==> src/rtl/disp_mux_scan.sv <==
// Time-multiplexed N-digit seven-segment driver: snapshots the digit vector once
// per frame, rotates a one-hot digit enable and decodes the active digit.
module disp_mux_scan #(
    parameter int N_DIGITS    = 4,
    parameter int REFRESH_DIV = 50000,
    parameter int HEX_EN      = 1,
    parameter int ACTIVE_LOW  = 1
) (
    input  logic                        clk,
    input  logic                        rst_n,
    input  logic                        en,
    input  logic [4*N_DIGITS-1:0]       value,
    input  logic [N_DIGITS-1:0]         dp,
    input  logic                        blank_lz,
    output logic [6:0]                  seg,
    output logic                        dp_o,
    output logic [N_DIGITS-1:0]         an,
    output logic [$clog2(N_DIGITS)-1:0] digit_idx,
    output logic                        frame_done
);

    localparam int IDX_W = $clog2(N_DIGITS);
    localparam int CNT_W = $clog2(REFRESH_DIV);
    localparam logic [CNT_W-1:0]    CNT_LAST = CNT_W'(REFRESH_DIV - 1);
    localparam logic [IDX_W-1:0]    IDX_LAST = IDX_W'(N_DIGITS - 1);
    localparam logic [6:0]          SEG_INV  = (ACTIVE_LOW != 0) ? 7'h7F : 7'h00;
    localparam logic                DP_INV   = (ACTIVE_LOW != 0);
    localparam logic [N_DIGITS-1:0] AN_INV   = (ACTIVE_LOW != 0) ? {N_DIGITS{1'b1}} : '0;

    logic [CNT_W-1:0]      cnt_q, cnt_d;
    logic [IDX_W-1:0]      idx_q, idx_d;
    logic                  wrap_q, wrap_d;
    logic [4*N_DIGITS-1:0] val_q, val_d;
    logic [N_DIGITS-1:0]   dpm_q, dpm_d;
    logic                  blz_q, blz_d;

    logic [6:0]            seg_q, seg_d;
    logic                  dp_o_q, dp_o_d;
    logic [N_DIGITS-1:0]   an_q, an_d;
    logic [IDX_W-1:0]      digit_idx_q;
    logic                  frame_done_q, frame_done_d;

    logic [4*N_DIGITS-1:0] cur_val;
    logic [N_DIGITS-1:0]   cur_dp;
    logic                  cur_blz;
    logic                  sof;
    logic                  upper_zero;
    logic [N_DIGITS-1:0]   lz_blank;
    logic [3:0]            nib;
    logic [6:0]            seg_raw;
    logic                  dp_raw;
    logic [N_DIGITS-1:0]   an_raw;

    function automatic logic [6:0] decode(input logic [3:0] n);
        logic [6:0] s;
        case (n)
            4'h0: s = 7'h3F;
            4'h1: s = 7'h06;
            4'h2: s = 7'h5B;
            4'h3: s = 7'h4F;
            4'h4: s = 7'h66;
            4'h5: s = 7'h6D;
            4'h6: s = 7'h7D;
            4'h7: s = 7'h07;
            4'h8: s = 7'h7F;
            4'h9: s = 7'h6F;
            4'hA: s = (HEX_EN != 0) ? 7'h77 : 7'h40;
            4'hB: s = (HEX_EN != 0) ? 7'h7C : 7'h40;
            4'hC: s = (HEX_EN != 0) ? 7'h39 : 7'h40;
            4'hD: s = (HEX_EN != 0) ? 7'h5E : 7'h40;
            4'hE: s = (HEX_EN != 0) ? 7'h79 : 7'h40;
            default: s = (HEX_EN != 0) ? 7'h71 : 7'h40;
        endcase
        return s;
    endfunction

    assign sof = (cnt_q == '0) && (idx_q == '0);

    // Scan position, frame-wrap flag and the per-frame input snapshot.
    always_comb begin
        // NOTE: every signal written here gets a default first, so no path can infer a latch.
        cnt_d   = cnt_q;
        idx_d   = idx_q;
        wrap_d  = wrap_q;
        val_d   = val_q;
        dpm_d   = dpm_q;
        blz_d   = blz_q;
        cur_val = val_q;
        cur_dp  = dpm_q;
        cur_blz = blz_q;
        if (en) begin
            wrap_d = 1'b0;
            if (sof) begin
                val_d   = value;
                dpm_d   = dp;
                blz_d   = blank_lz;
                cur_val = value;
                cur_dp  = dp;
                cur_blz = blank_lz;
            end
            if (cnt_q == CNT_LAST) begin
                cnt_d = '0;
                if (idx_q == IDX_LAST) begin
                    idx_d  = '0;
                    wrap_d = 1'b1;
                end else begin
                    idx_d = idx_q + IDX_W'(1);
                end
            end else begin
                cnt_d = cnt_q + CNT_W'(1);
            end
        end
    end

    // A digit is a leading zero when it and every digit above it are zero; digit 0 never is.
    always_comb begin
        upper_zero = 1'b1;
        lz_blank   = '0;
        for (int k = N_DIGITS - 1; k >= 0; k--) begin
            upper_zero  = upper_zero & (cur_val[4*k +: 4] == 4'h0);
            lz_blank[k] = upper_zero & (k != 0);
        end
        nib     = cur_val[4*idx_q +: 4];
        seg_raw = (cur_blz && lz_blank[idx_q]) ? 7'h00 : decode(nib);
        dp_raw  = cur_dp[idx_q];
        an_raw  = '0;
        an_raw[idx_q] = 1'b1;
        if (!en) begin
            seg_raw = 7'h00;
            dp_raw  = 1'b0;
            an_raw  = '0;
        end
        seg_d        = seg_raw ^ SEG_INV;
        dp_o_d       = dp_raw ^ DP_INV;
        an_d         = an_raw ^ AN_INV;
        frame_done_d = en & wrap_q;
    end

    always_ff @(posedge clk) begin
        if (!rst_n) begin
            cnt_q        <= '0;
            idx_q        <= '0;
            wrap_q       <= 1'b0;
            val_q        <= '0;
            dpm_q        <= '0;
            blz_q        <= 1'b0;
            seg_q        <= SEG_INV;
            dp_o_q       <= DP_INV;
            an_q         <= AN_INV;
            digit_idx_q  <= '0;
            frame_done_q <= 1'b0;
        end else begin
            // NOTE: non-blocking assignments make every register sample pre-edge values, independent of statement order.
            cnt_q        <= cnt_d;
            idx_q        <= idx_d;
            wrap_q       <= wrap_d;
            val_q        <= val_d;
            dpm_q        <= dpm_d;
            blz_q        <= blz_d;
            seg_q        <= seg_d;
            dp_o_q       <= dp_o_d;
            an_q         <= an_d;
            digit_idx_q  <= idx_q;
            frame_done_q <= frame_done_d;
        end
    end

    assign seg        = seg_q;
    assign dp_o       = dp_o_q;
    assign an         = an_q;
    assign digit_idx  = digit_idx_q;
    assign frame_done = frame_done_q;

endmodule

==> config.mk <==
export PLATFORM = sky130hd
export DESIGN_NAME = disp_mux_scan
export DESIGN_NICKNAME = d
export VERILOG_FILES = /design/src/rtl/disp_mux_scan.sv
export SDC_FILE = /design/constraint.sdc
export NUM_CORES = 1
export LEC_CHECK = 0
export BUFFER_PORTS_ARGS = -buffer_cell sky130_fd_sc_hd__buf_4
export CAP_MARGIN = 20
export CORE_UTILIZATION = 57
export DETAILED_ROUTE_END_ITERATION = 10
export PLACE_DENSITY = 0.79
export SYNTH_ARGS = -nofsm -noshare
export SYNTH_HDL_FRONTEND = slang
export SYNTH_SLANG_ARGS = --single-unit
==> constraint.sdc <==
create_clock -name clk -period 5.4 [get_ports clk]
set_clock_uncertainty 0.15 [all_clocks]
set_input_delay 0.81 -clock clk [delete_from_list [all_inputs] [get_ports clk]]
set_output_delay 0.81 -clock clk [all_outputs]
set_load 0.01 [all_outputs]
==> results.json, run 1 <==
{
  "ir_drop_uv": 198.1,
  "drtPass1Iterations": 4,
  "cp_max_fo": 23,
  "syn_avg_cell_area_um2": 9.558,
  "cts_setup_buffers": 0,
  "dieArea_um2": 5215,
  "setup_viol": 0,
  "synth_area_um2": 2810,
  "drc": 0,
  "synth_flop_cell": "dfxtp_1",
  "p_sw_share_pct": 27.01,
  "ant_nets": 0,
  "synth_common_cells": "55 x dfxtp_1, 36 x nand2_1, 19 x nor2_1",
  "reg2reg_depth": 12,
  "report.final.slew_viol_count": 0,
  "cts.sinks": 55,
  "synthCells": 294,
  "p_seq_share_pct": 53.6,
  "fin_crit_sh_pct": 82.16,
  "r2r-end": "seg[0]$_SDFF_PN1_",
  "nets": 363,
  "die_width_um": 72.22,
  "cts_buffers": 5,
  "pwr-share-comb_pct": 19.4,
  "synth_top_area_share_pct": 39.18,
  "hold_violations": 0,
  "routed_wl_um": 5511,
  "worst_pin_slew_ps": 620.7,
  "syn_nets": 330,
  "run_status": "completed",
  "via_per_inst": 5.646,
  "crit_arrival_ps": 4450,
  "synth_cell_types": 48,
  "final_area_um2": 3201,
  "powerDensity_nw_per_um2": 253.5,
  "drt_iter0_drc": 129,
  "r2r-start": "idx_q[1]$_SDFFE_PN0P_",
  "max-slew-margin-rel_pct": 57.44,
  "crit_slowest_cell": "dfxtp_1",
  "num_vias": 2230,
  "placed_cell_area_um2": 3115,
  "critical_path_class": "reg2reg",
  "gp_congestion": 0.8734,
  "pin_count": 39,
  "grt_max_degree": 34,
  "clockBufferDepth": 2,
  "critical-path-max-stage-delay_ps": 620,
  "holdBufCountCts": 0,
  "grt_pass1_vias": 2051,
  "period_needed_ps": 4437,
  "yosysTopAreaCell": "dfxtp_1",
  "start_kind": "flop",
  "ys_async_sr_fraction_pct": 0,
  "drive_gt1_share_pct": 18.60,
  "fmax_ghz": 0.2254,
  "core_area_um2": 4723,
  "endpoint_kind": "flop",
  "switching_power_w": 0.0002192,
  "ys_seq_area_share_pct": 39.18,
  "overflow": 0,
  "regToRegSetupSlack_ps": 960,
  "row_count": 25,
  "grt_pass1_wl_um": 9494,
  "grtUsageTotal_pct": 23.17,
  "synthTopCellsByArea": "dfxtp_1 39%, mux4_2 6.4%, mux2i_1 5.7%",
  "critPathLaunch": "idx_q[1]$_SDFFE_PN0P_",
  "crit_top_cell": "ha_1",
  "maxCapViolations": 0,
  "rsz0062_at_grt": "no",
  "cts_tree": "built",
  "clock_power_share_pct": 26.9,
  "io_buffers": 38,
  "crit_required_ps": 5410,
  "start_util_pct": 59.50,
  "die_h_um": 72.22,
  "synth_edf_count": 0,
  "wire_per_inst_um": 13.95,
  "ys_warn_count": 0,
  "power.leakage_nw": 1.282,
  "intPower_w": 0.0005923,
  "cts-root-buf": "clkbuf_8",
  "tns_ps": 0,
  "insertion_delay_ps": 300,
  "ys_ff_latch": 55,
  "cts-resized-gates": 0,
  "htree_levels": 2,
  "yosysMostFrequentCell": "dfxtp_1",
  "syn_to_final_growth_pct": 13.89,
  "antennaDiodeCount": 0,
  "crit_path_end": "seg[0]$_SDFF_PN1_",
  "worstHoldPathType": "reg2reg",
  "crit_chain": "clkinv_1, ha_1, and2_1, and3_1, nand2_8, mux4_2, mux2i_1, inv_1, ha_1, or3_1, a32oi_1, o21ai_0",
  "path_clk_slew_ps": 90,
  "antenna_found_initial": 0,
  "dp_hpwl_um": 4203
}
==> how the worst min path moves through the flow <==
stage          cells after the start                     to           startpoint  slack, ps
2_1_floorplan                      2  frame_done$_SDFF_PN0_  wrap_q$_SDFFE_PN0P_        270
3_3_place_gp                       2  frame_done$_SDFF_PN0_  wrap_q$_SDFFE_PN0P_        290
3_5_place_dp                       2  frame_done$_SDFF_PN0_  wrap_q$_SDFFE_PN0P_        290
4_1_cts                            2  frame_done$_SDFF_PN0_  wrap_q$_SDFFE_PN0P_        300
5_1_grt                            2  frame_done$_SDFF_PN0_  wrap_q$_SDFFE_PN0P_        320
6_report                           2  frame_done$_SDFF_PN0_  wrap_q$_SDFFE_PN0P_        300
==> through the flow <==
step	util (%)	setup slack (ps)	hold slack (ps)	instances	power, W
detailed placement	65.96	960.4	290.5	387	0.0006020
floorplan	-	1483	266.6	294	0.0005548
finish	67.76	963.1	300.5	395	0.0008115
global placement	65.96	1124	291.6	387	0.0005984
global route	67.76	548.7	321.8	395	0.0008492
CTS	67.76	966.9	304.4	395	0.0008182
==> registers in the layout (all words and copies together), names as in the netlist <==
name and cells:
frame_done 1, dp_o 1, idx_q 2, digit_idx 2
dpm_q 4, seg 7, val_q 16, an 4
blz_q 1, wrap_q 1, cnt_q 16
==> routing by layer <==
metal / global-route usage (%) / vias to the layer above / share of wire, %
met3: 3.333 / 12 / 4.8
met4: 7.625 / 0 / 1.5
met2: 36.34 / 62 / 46
li1: - / 1112 / -
met1: 33.01 / 1044 / 48
met5: 0 / - / 0
==> worst max-delay path: cells and delay by family (launching register included) <==
| kind | cells | cell delay [ps] |
|---|---|---|
| muxes | 2 | 1030 |
| buffers and inverters | 2 | 530 |
| adders and majority gates | 2 | 610 |
| AOI/OAI and AO/OA | 2 | 290 |
| DFF | 1 | 620 |
| and+or+nand+nor | 4 | 1060 |
==> logic make-up (layout without fill, tap and decap cells) <==
kind of cell / after synthesis / in the layout / synth area share [%]
AND/OR/NAND/NOR: 115 / 115 / 21.42
multiplexers: 28 / 28 / 14.65
adder cells (fa/ha/maj): 12 / 12 / 5.343
flip-flops: 55 / 55 / 39.18
buffers and inverters: 28 / 62 / 4.542
AO/OA/AOI/OAI: 44 / 44 / 11.13
XOR/XNOR: 12 / 12 / 3.740
==> final cells by class <==
type                       instances  area, um^2
clock buffer                       6       72.57
clock inverter                     2       12.51
fill                             395        1523
inverter                          15       56.30
multi-input combinational        211        1582
sequential                        55        1101
tap                               67       83.83
timing repair buffer              39       292.8
==> power groups by stage <==
stage	registers (W)	clock network, W	logic, W
after global placement	0.000444	0	0.000154
after detailed placement	0.000444	0	0.000158
after CTS	0.000435	0.000225	0.000158
after global routing	0.000438	0.000237	0.000174
final	0.000435	0.000218	0.000158
after floorplan	0.000444	0	0.000111
==> placed cells by master (no fill, tap or decap), types with 6 or more instances in the layout <==
| cell type | instances |
|---|---|
| nand3_1 | 15 |
| mux4_2 | 8 |
| inv_1 | 13 |
| or3_1 | 6 |
| and2_1 | 6 |
| nor2b_1 | 9 |
| o21ai_0 | 7 |
| a21boi_0 | 14 |
| buf_4 | 39 |
| dfxtp_1 | 55 |
| nand2_1 | 36 |
| ha_1 | 12 |
| nor2_1 | 19 |
| mux2i_1 | 16 |
| xor2_1 | 7 |
Note: power is estimated with default switching activity, not from simulation.
==> run 2: changes to the inputs <==
--- a/config.mk
+++ b/config.mk
@@ -7,9 +7,9 @@
 export LEC_CHECK = 0
 export BUFFER_PORTS_ARGS = -buffer_cell sky130_fd_sc_hd__buf_4
 export CAP_MARGIN = 20
-export CORE_UTILIZATION = 57
+export CORE_UTILIZATION = 51
 export DETAILED_ROUTE_END_ITERATION = 10
-export PLACE_DENSITY = 0.79
+export PLACE_DENSITY = 0.75
 export SYNTH_ARGS = -nofsm -noshare
 export SYNTH_HDL_FRONTEND = slang
 export SYNTH_SLANG_ARGS = --single-unit
==> constraint.sdc (replaced) <==
create_clock -name clk -period 3.88 [get_ports clk]
set_clock_uncertainty 0.15 [all_clocks]
set_input_delay 0.582 -clock clk [delete_from_list [all_inputs] [get_ports clk]]
set_output_delay 0.582 -clock clk [all_outputs]
set_load 0.01 [all_outputs]
==> run 2 against run 1 <==
Effect of this change:
- worst setup slack worse by 500 ps
- global-route usage down 1.3 points
- core utilization down 4.3 points
==> results.json, run 2 (synthesis gave the netlist of run 1 again) <==
{
  "run_status": "completed",
  "start_kind": "flop",
  "antenna_found_initial": 0,
  "powerDensity_nw_per_um2": 370.7,
  "max-slew-margin-rel_pct": 68.23,
  "wire_per_inst_um": 14.55,
  "drt_iter0_drc": 115,
  "fin_crit_sh_pct": 88.18,
  "top_layer_used": "met4",
  "path_clk_slew_ps": 100,
  "cts-root-buf": "clkbuf_8",
  "htree_levels": 2,
  "report.final.slew_viol_count": 0,
  "dp_hpwl_um": 4299,
  "num_vias": 2236,
  "crit_slowest_cell": "mux4_2",
  "cts.sinks": 55,
  "utilization_pct": 63.41,
  "hold_violations": 0,
  "cts_setup_buffers": 0,
  "ir_drop_uv": 271.0,
  "core_area_um2": 5205,
  "drtPass1Iterations": 4,
  "period_needed_ps": 3421,
  "ant_nets": 0,
  "routed_wl_um": 5908,
  "crit_arrival_ps": 3480,
  "start_util_pct": 53.99,
  "via_per_inst": 5.507,
  "overflow": 0,
  "pin_count": 39,
  "crit_chain": "nor4_1, and2_1, nand2_8, mux4_2, mux2i_2, inv_1, ha_1, or3_1, a32oi_1, o21ai_0",
  "drive_gt1_share_pct": 21.13,
  "die_h_um": 76.23,
  "setup_viol": 0,
  "fmax_ghz": 0.2923,
  "cts_buffers": 5,
  "power.leakage_nw": 1.335,
  "insertion_delay_ps": 310,
  "cp_top_family": "simple AND/OR/NAND/NOR gates",
  "critical-path-max-stage-delay_ps": 480,
  "grt_pass1_wl_um": 10070,
  "drc": 0,
  "antennaDiodeCount": 0,
  "cp_max_fo": 23,
  "grt_pass1_vias": 2093,
  "rsz0062_at_grt": "no",
  "route.met2.wl_um": 2684,
  "wl_met3_um": 258,
  "wl_met1_um": 2856,
  "syn_to_final_growth_pct": 17.45,
  "grt_max_degree": 34,
  "endpoint_kind": "flop",
  "critical_path_class": "reg2reg",
  "cts_tree": "built",
  "layout_commonest_cell": "dfxtp_1",
  "clockBufferDepth": 2,
  "io_buffers": 38,
  "tns_ps": 0,
  "dieArea_um2": 5811,
  "grtUsageTotal_pct": 21.85,
  "worst_pin_slew_ps": 463.2,
  "die_width_um": 76.23,
  "holdBufCountCts": 0,
  "gp_congestion": 0.8712,
  "row_count": 26,
  "crit_required_ps": 3940,
  "fill_cells": 449,
  "worstHoldPathType": "reg2reg",
  "final_cell_mix": "55 x dfxtp_1, 47 x buf_4, 36 x nand2_1, 19 x nor2_1",
  "cts-resized-gates": 0,
  "path_buf_inv": 1,
  "maxCapViolations": 0,
  "nets": 371
}
run 2: changes by cell type in the layout (fill, tap and decap cells not counted), sizes merged:
cell,change
buf,+8
bufinv,+1
clkinvlp,-1
run 2: tightest hold or removal path: stages (launching register included):
cell and delay (ps):
dfxtp_1 310, inv_1 60, nor2_1 50
run 2: power breakdown:
group	switching [W]	total, W	internal [W]	leakage (nW)
Combinational	0.000113	0.000224	0.000111	0.825
Clock	0.000184	0.000393	0.000209	0.0612
Sequential	0.0000149	0.000606	0.000591	0.449
Total	0.000312	0.00122	0.000911	1.33
run 2: per-stage QoR:
stage | cell area [um^2] | setup slack [ps] | cells | hold WS (ps) | power [W]
global placement | 3183 | 414.6 | 398 | 284.4 | 0.0008384
global route | 3301 | 202.8 | 406 | 328.0 | 0.001282
CTS | 3301 | 467.5 | 406 | 305.2 | 0.001229
detailed placement | 3183 | 357.7 | 398 | 291.7 | 0.0008418
finish | 3301 | 458.8 | 406 | 305.4 | 0.001224
floorplan | 2814 | 55.78 | 294 | 266.6 | 0.0007730
run 2: final cells by class:
| cell class | instances | area [um^2] | area share (%) |
|---|---|---|---|
| clock buffer | 6 | 82.58 | 2.502 |
| multi-input combinational | 211 | 1585 | 48.03 |
| tap | 70 | 87.58 | 2.654 |
| inverter | 15 | 56.30 | 1.706 |
| timing repair buffer | 47 | 352.8 | 10.69 |
| sequential | 55 | 1101 | 33.36 |
| clock inverter | 2 | 35.03 | 1.061 |
run 2: routing by layer:
metal	GRT usage, %	up-vias
met5	0	-
met3	4.431	11
met1	30.13	1043
li1	-	1126
met2	33.69	56
met4	8.269	0
run 2: path summary, 6_finish.rpt:
path | from | end | slack [ps] | cells after the start
max | cnt_q[11]$_SDFFE_PN0P_ | seg[0]$_SDFF_PN1_ | 460 | 10
max reg2reg | cnt_q[11]$_SDFFE_PN0P_ | seg[0]$_SDFF_PN1_ | 460 | 10
min reg2reg | wrap_q$_SDFFE_PN0P_ | frame_done$_SDFF_PN0_ | 310 | 2
min | wrap_q$_SDFFE_PN0P_ | frame_done$_SDFF_PN0_ | 310 | 2
==> run 3: changes to the inputs <==
--- a/config.mk
+++ b/config.mk
@@ -5,11 +5,14 @@
 export SDC_FILE = /design/constraint.sdc
 export NUM_CORES = 1
 export LEC_CHECK = 0
+export ABC_AREA = 1
 export BUFFER_PORTS_ARGS = -buffer_cell sky130_fd_sc_hd__buf_4
 export CAP_MARGIN = 20
-export CORE_UTILIZATION = 51
+export CELL_PAD_IN_SITES_DETAIL_PLACEMENT = 0
+export CELL_PAD_IN_SITES_GLOBAL_PLACEMENT = 1
+export CORE_UTILIZATION = 37
 export DETAILED_ROUTE_END_ITERATION = 10
-export PLACE_DENSITY = 0.75
+export PLACE_DENSITY_LB_ADDON = 0.1
 export SYNTH_ARGS = -nofsm -noshare
 export SYNTH_HDL_FRONTEND = slang
 export SYNTH_SLANG_ARGS = --single-unit
==> constraint.sdc (replaced) <==
create_clock -name clk -period 2.88 [get_ports clk]
set_clock_uncertainty 0.15 [all_clocks]
set_input_delay 0.432 -clock clk [delete_from_list [all_inputs] [get_ports clk]]
set_output_delay 0.432 -clock clk [all_outputs]
set_load 0.01 [all_outputs]
==> run 3 against run 2 <==
Effect of this change:
- die area is 40% higher
- sequential power increased by 34%
- highest routed layer unchanged
- critical path type unchanged
- combinational power increased by 55%
- largest power group unchanged
- non-clock buffer count rose by 2
- critical endpoint unchanged
==> results.json, run 3 <==
{
  "start_util_pct": 38.95,
  "ys_async_sr_fraction_pct": 0,
  "pin_count": 39,
  "run_status": "completed",
  "synth_flop_cell": "dfxtp_1",
  "placed_cell_area_um2": 3269,
  "drc": 0,
  "setup_viol": 0,
  "r2r-end": "seg[0]$_SDFF_PN1_",
  "period_needed_ps": 2566,
  "ir_drop_uv": 237.6,
  "grt_pass1_vias": 2408,
  "worst_pin_slew_ps": 439.1,
  "yosysMostFrequentCell": "nand2_1",
  "yosysTopAreaCell": "dfxtp_1",
  "reg2reg_depth": 16,
  "routed_wl_um": 6721,
  "fin_crit_sh_pct": 89.11,
  "synth_cell_types": 39,
  "dp.cells": 531,
  "grt_pass1_wl_um": 11360,
  "via_per_inst": 4.688,
  "report.final.slew_viol_count": 0,
  "fill_cells": 767,
  "cts_tree": "built",
  "syn_to_final_growth_pct": 20.79,
  "worstHoldPathType": "in2reg",
  "ys_seq_area_share_pct": 38.36,
  "finalNonFillerCells": 545,
  "r2r-start": "idx_q[1]$_SDFFE_PN0P_",
  "antenna_found_initial": 0,
  "regToRegSetupSlack_ps": 310,
  "ys_ff_latch": 55,
  "utilization_pct": 47.05,
  "powerDensity_nw_per_um2": 487.3,
  "rsz0062_at_grt": "no",
  "start_kind": "flop",
  "io_buffers": 38,
  "ant_nets": 0,
  "ys_warn_count": 0,
  "syn_avg_cell_area_um2": 7.248,
  "hold_depth": 3,
  "htree_levels": 2,
  "drt_iter0_drc": 89,
  "synthCells": 396,
  "max-slew-margin-rel_pct": 70.55,
  "path_clk_slew_ps": 100,
  "tns_ps": 0,
  "nets": 481,
  "grt_max_degree": 19,
  "grtUsageTotal_pct": 17.39,
  "synth_common_cells": "92 x nand2_1, 55 x dfxtp_1, 47 x nor2_1",
  "layout_commonest_cell": "nand2_1",
  "synth_top_area_share_pct": 38.36,
  "num_vias": 2555,
  "clockBufferDepth": 2,
  "holdBufCountCts": 0,
  "synth_area_um2": 2870,
  "power.leakage_nw": 1.629,
  "critical_path_class": "reg2reg",
  "core_area_um2": 7370,
  "insertion_delay_ps": 310,
  "crit_required_ps": 2920,
  "die_h_um": 90.08,
  "final_cell_mix": "92 x nand2_1, 55 x dfxtp_1, 47 x nor2_1, 47 x buf_4, 44 x inv_1",
  "hold_violations": 0,
  "cts-root-buf": "clkbuf_8",
  "dieArea_um2": 8114,
  "wire_per_inst_um": 12.33,
  "cts_buffers": 5,
  "row_count": 31,
  "cts.sinks": 55,
  "drive_gt1_share_pct": 20.63,
  "maxCapViolations": 0,
  "synth_edf_count": 0,
  "die_width_um": 90.08,
  "drtPass1Iterations": 4,
  "synthTopCellsByArea": "dfxtp_1 38%, nand2_1 12%, nand3_1 7.3%",
  "crit_arrival_ps": 2610,
  "finalPower_w": 0.001689,
  "gp_congestion": 0.8648,
  "antennaDiodeCount": 0,
  "endpoint_kind": "flop",
  "fmax_ghz": 0.3896,
  "cp_max_fo": 6,
  "final_area_um2": 3467,
  "dp_hpwl_um": 5213,
  "hold_start": "rst_n",
  "overflow": 0,
  "min_to": "digit_idx[1]$_SDFF_PN0_",
  "syn_nets": 432
}
## run 3: changes by cell type after synthesis, sizes merged, moves of 11 or more
cell,change
a21boi,-14
a21oi,+14
inv,+37
mux2i,-14
nand2,+69
nand3,+29
nand3b,+11
nor2,+35
## run 3: layout make-up
class | instances | area, um^2 | share of cell area [%]
multi-input combinational | 282 | 1536 | 44.32
sequential | 55 | 1101 | 31.76
timing repair buffer | 49 | 392.9 | 11.33
inverter | 52 | 197.7 | 5.702
tap | 99 | 123.9 | 3.573
clock buffer | 5 | 68.82 | 1.985
clock inverter | 3 | 46.29 | 1.335
## run 3: worst max-delay path by stage
stage / start / end / slack, ps
after floorplan: idx_q[0]$_SDFFE_PN0P_ / seg[0]$_SDFF_PN1_ / 210
after global routing: idx_q[1]$_SDFFE_PN0P_ / seg[6]$_SDFF_PN1_ / 50
final: idx_q[1]$_SDFFE_PN0P_ / seg[0]$_SDFF_PN1_ / 310
after global placement: idx_q[1]$_SDFFE_PN0P_ / seg[3]$_SDFF_PN1_ / 200
after CTS: idx_q[1]$_SDFFE_PN0P_ / seg[3]$_SDFF_PN1_ / 100
after detailed placement: idx_q[1]$_SDFFE_PN0P_ / seg[3]$_SDFF_PN1_ / 130
## run 3: cells by family after synthesis
logic type	after synthesis	share of synthesized area, %
AO/OA/AOI/OAI	34	7.411
XOR/XNOR	1	0.3052
adder cells (fa/ha/maj)	12	5.231
buffers and inverters	59	8.544
flip-flops	55	38.36
multiplexers	3	1.046
AND/OR/NAND/NOR	232	39.10
## run 3: metal layers
metal,share of wire (%),GRT usage [%],vias up
li1,-,-,1368
met3,3.2,2.876,10
met4,2.0,6.452,0
met5,0,0,-
met2,44,27.48,48
met1,51,23.71,1129
## run 3: timing repair
item	CTS	global route
endpoints found under the setup margin	0	7
buffers inserted	0	6
endpoints found under the hold margin	0	0
gates resized for setup	0	3
## run 3: worst max-delay path: stages, from the launching register on
cell and delay, ps:
dfxtp_1 400, inv_2 80, ha_1 230, nand3_2 170, inv_2 140, nand3_2 140, nand2_1 110, nand2_1 80
nand2_1 70, nand2_1 80, a21oi_4 200, inv_1 110, ha_1 210, nand3_1 90, nand2_1 60, nand2_1 50
nand3_1 60
## run 3: metrics by stage
stage	hold WS, ps	worst slack (ps)
floorplan	267.1	206.5
global placement	307.4	196.8
detailed placement	306.5	130.1
CTS	195.9	103.7
global route	209.6	53.70
finish	202.8	313.5
## run 3: power breakdown
| part | switching, W | total (W) | internal [W] |
|---|---|---|---|
| clock network | 0.000269 | 0.000531 | 0.000262 |
| logic | 0.000209 | 0.000347 | 0.000138 |
| registers | 0.0000113 | 0.000812 | 0.000800 |
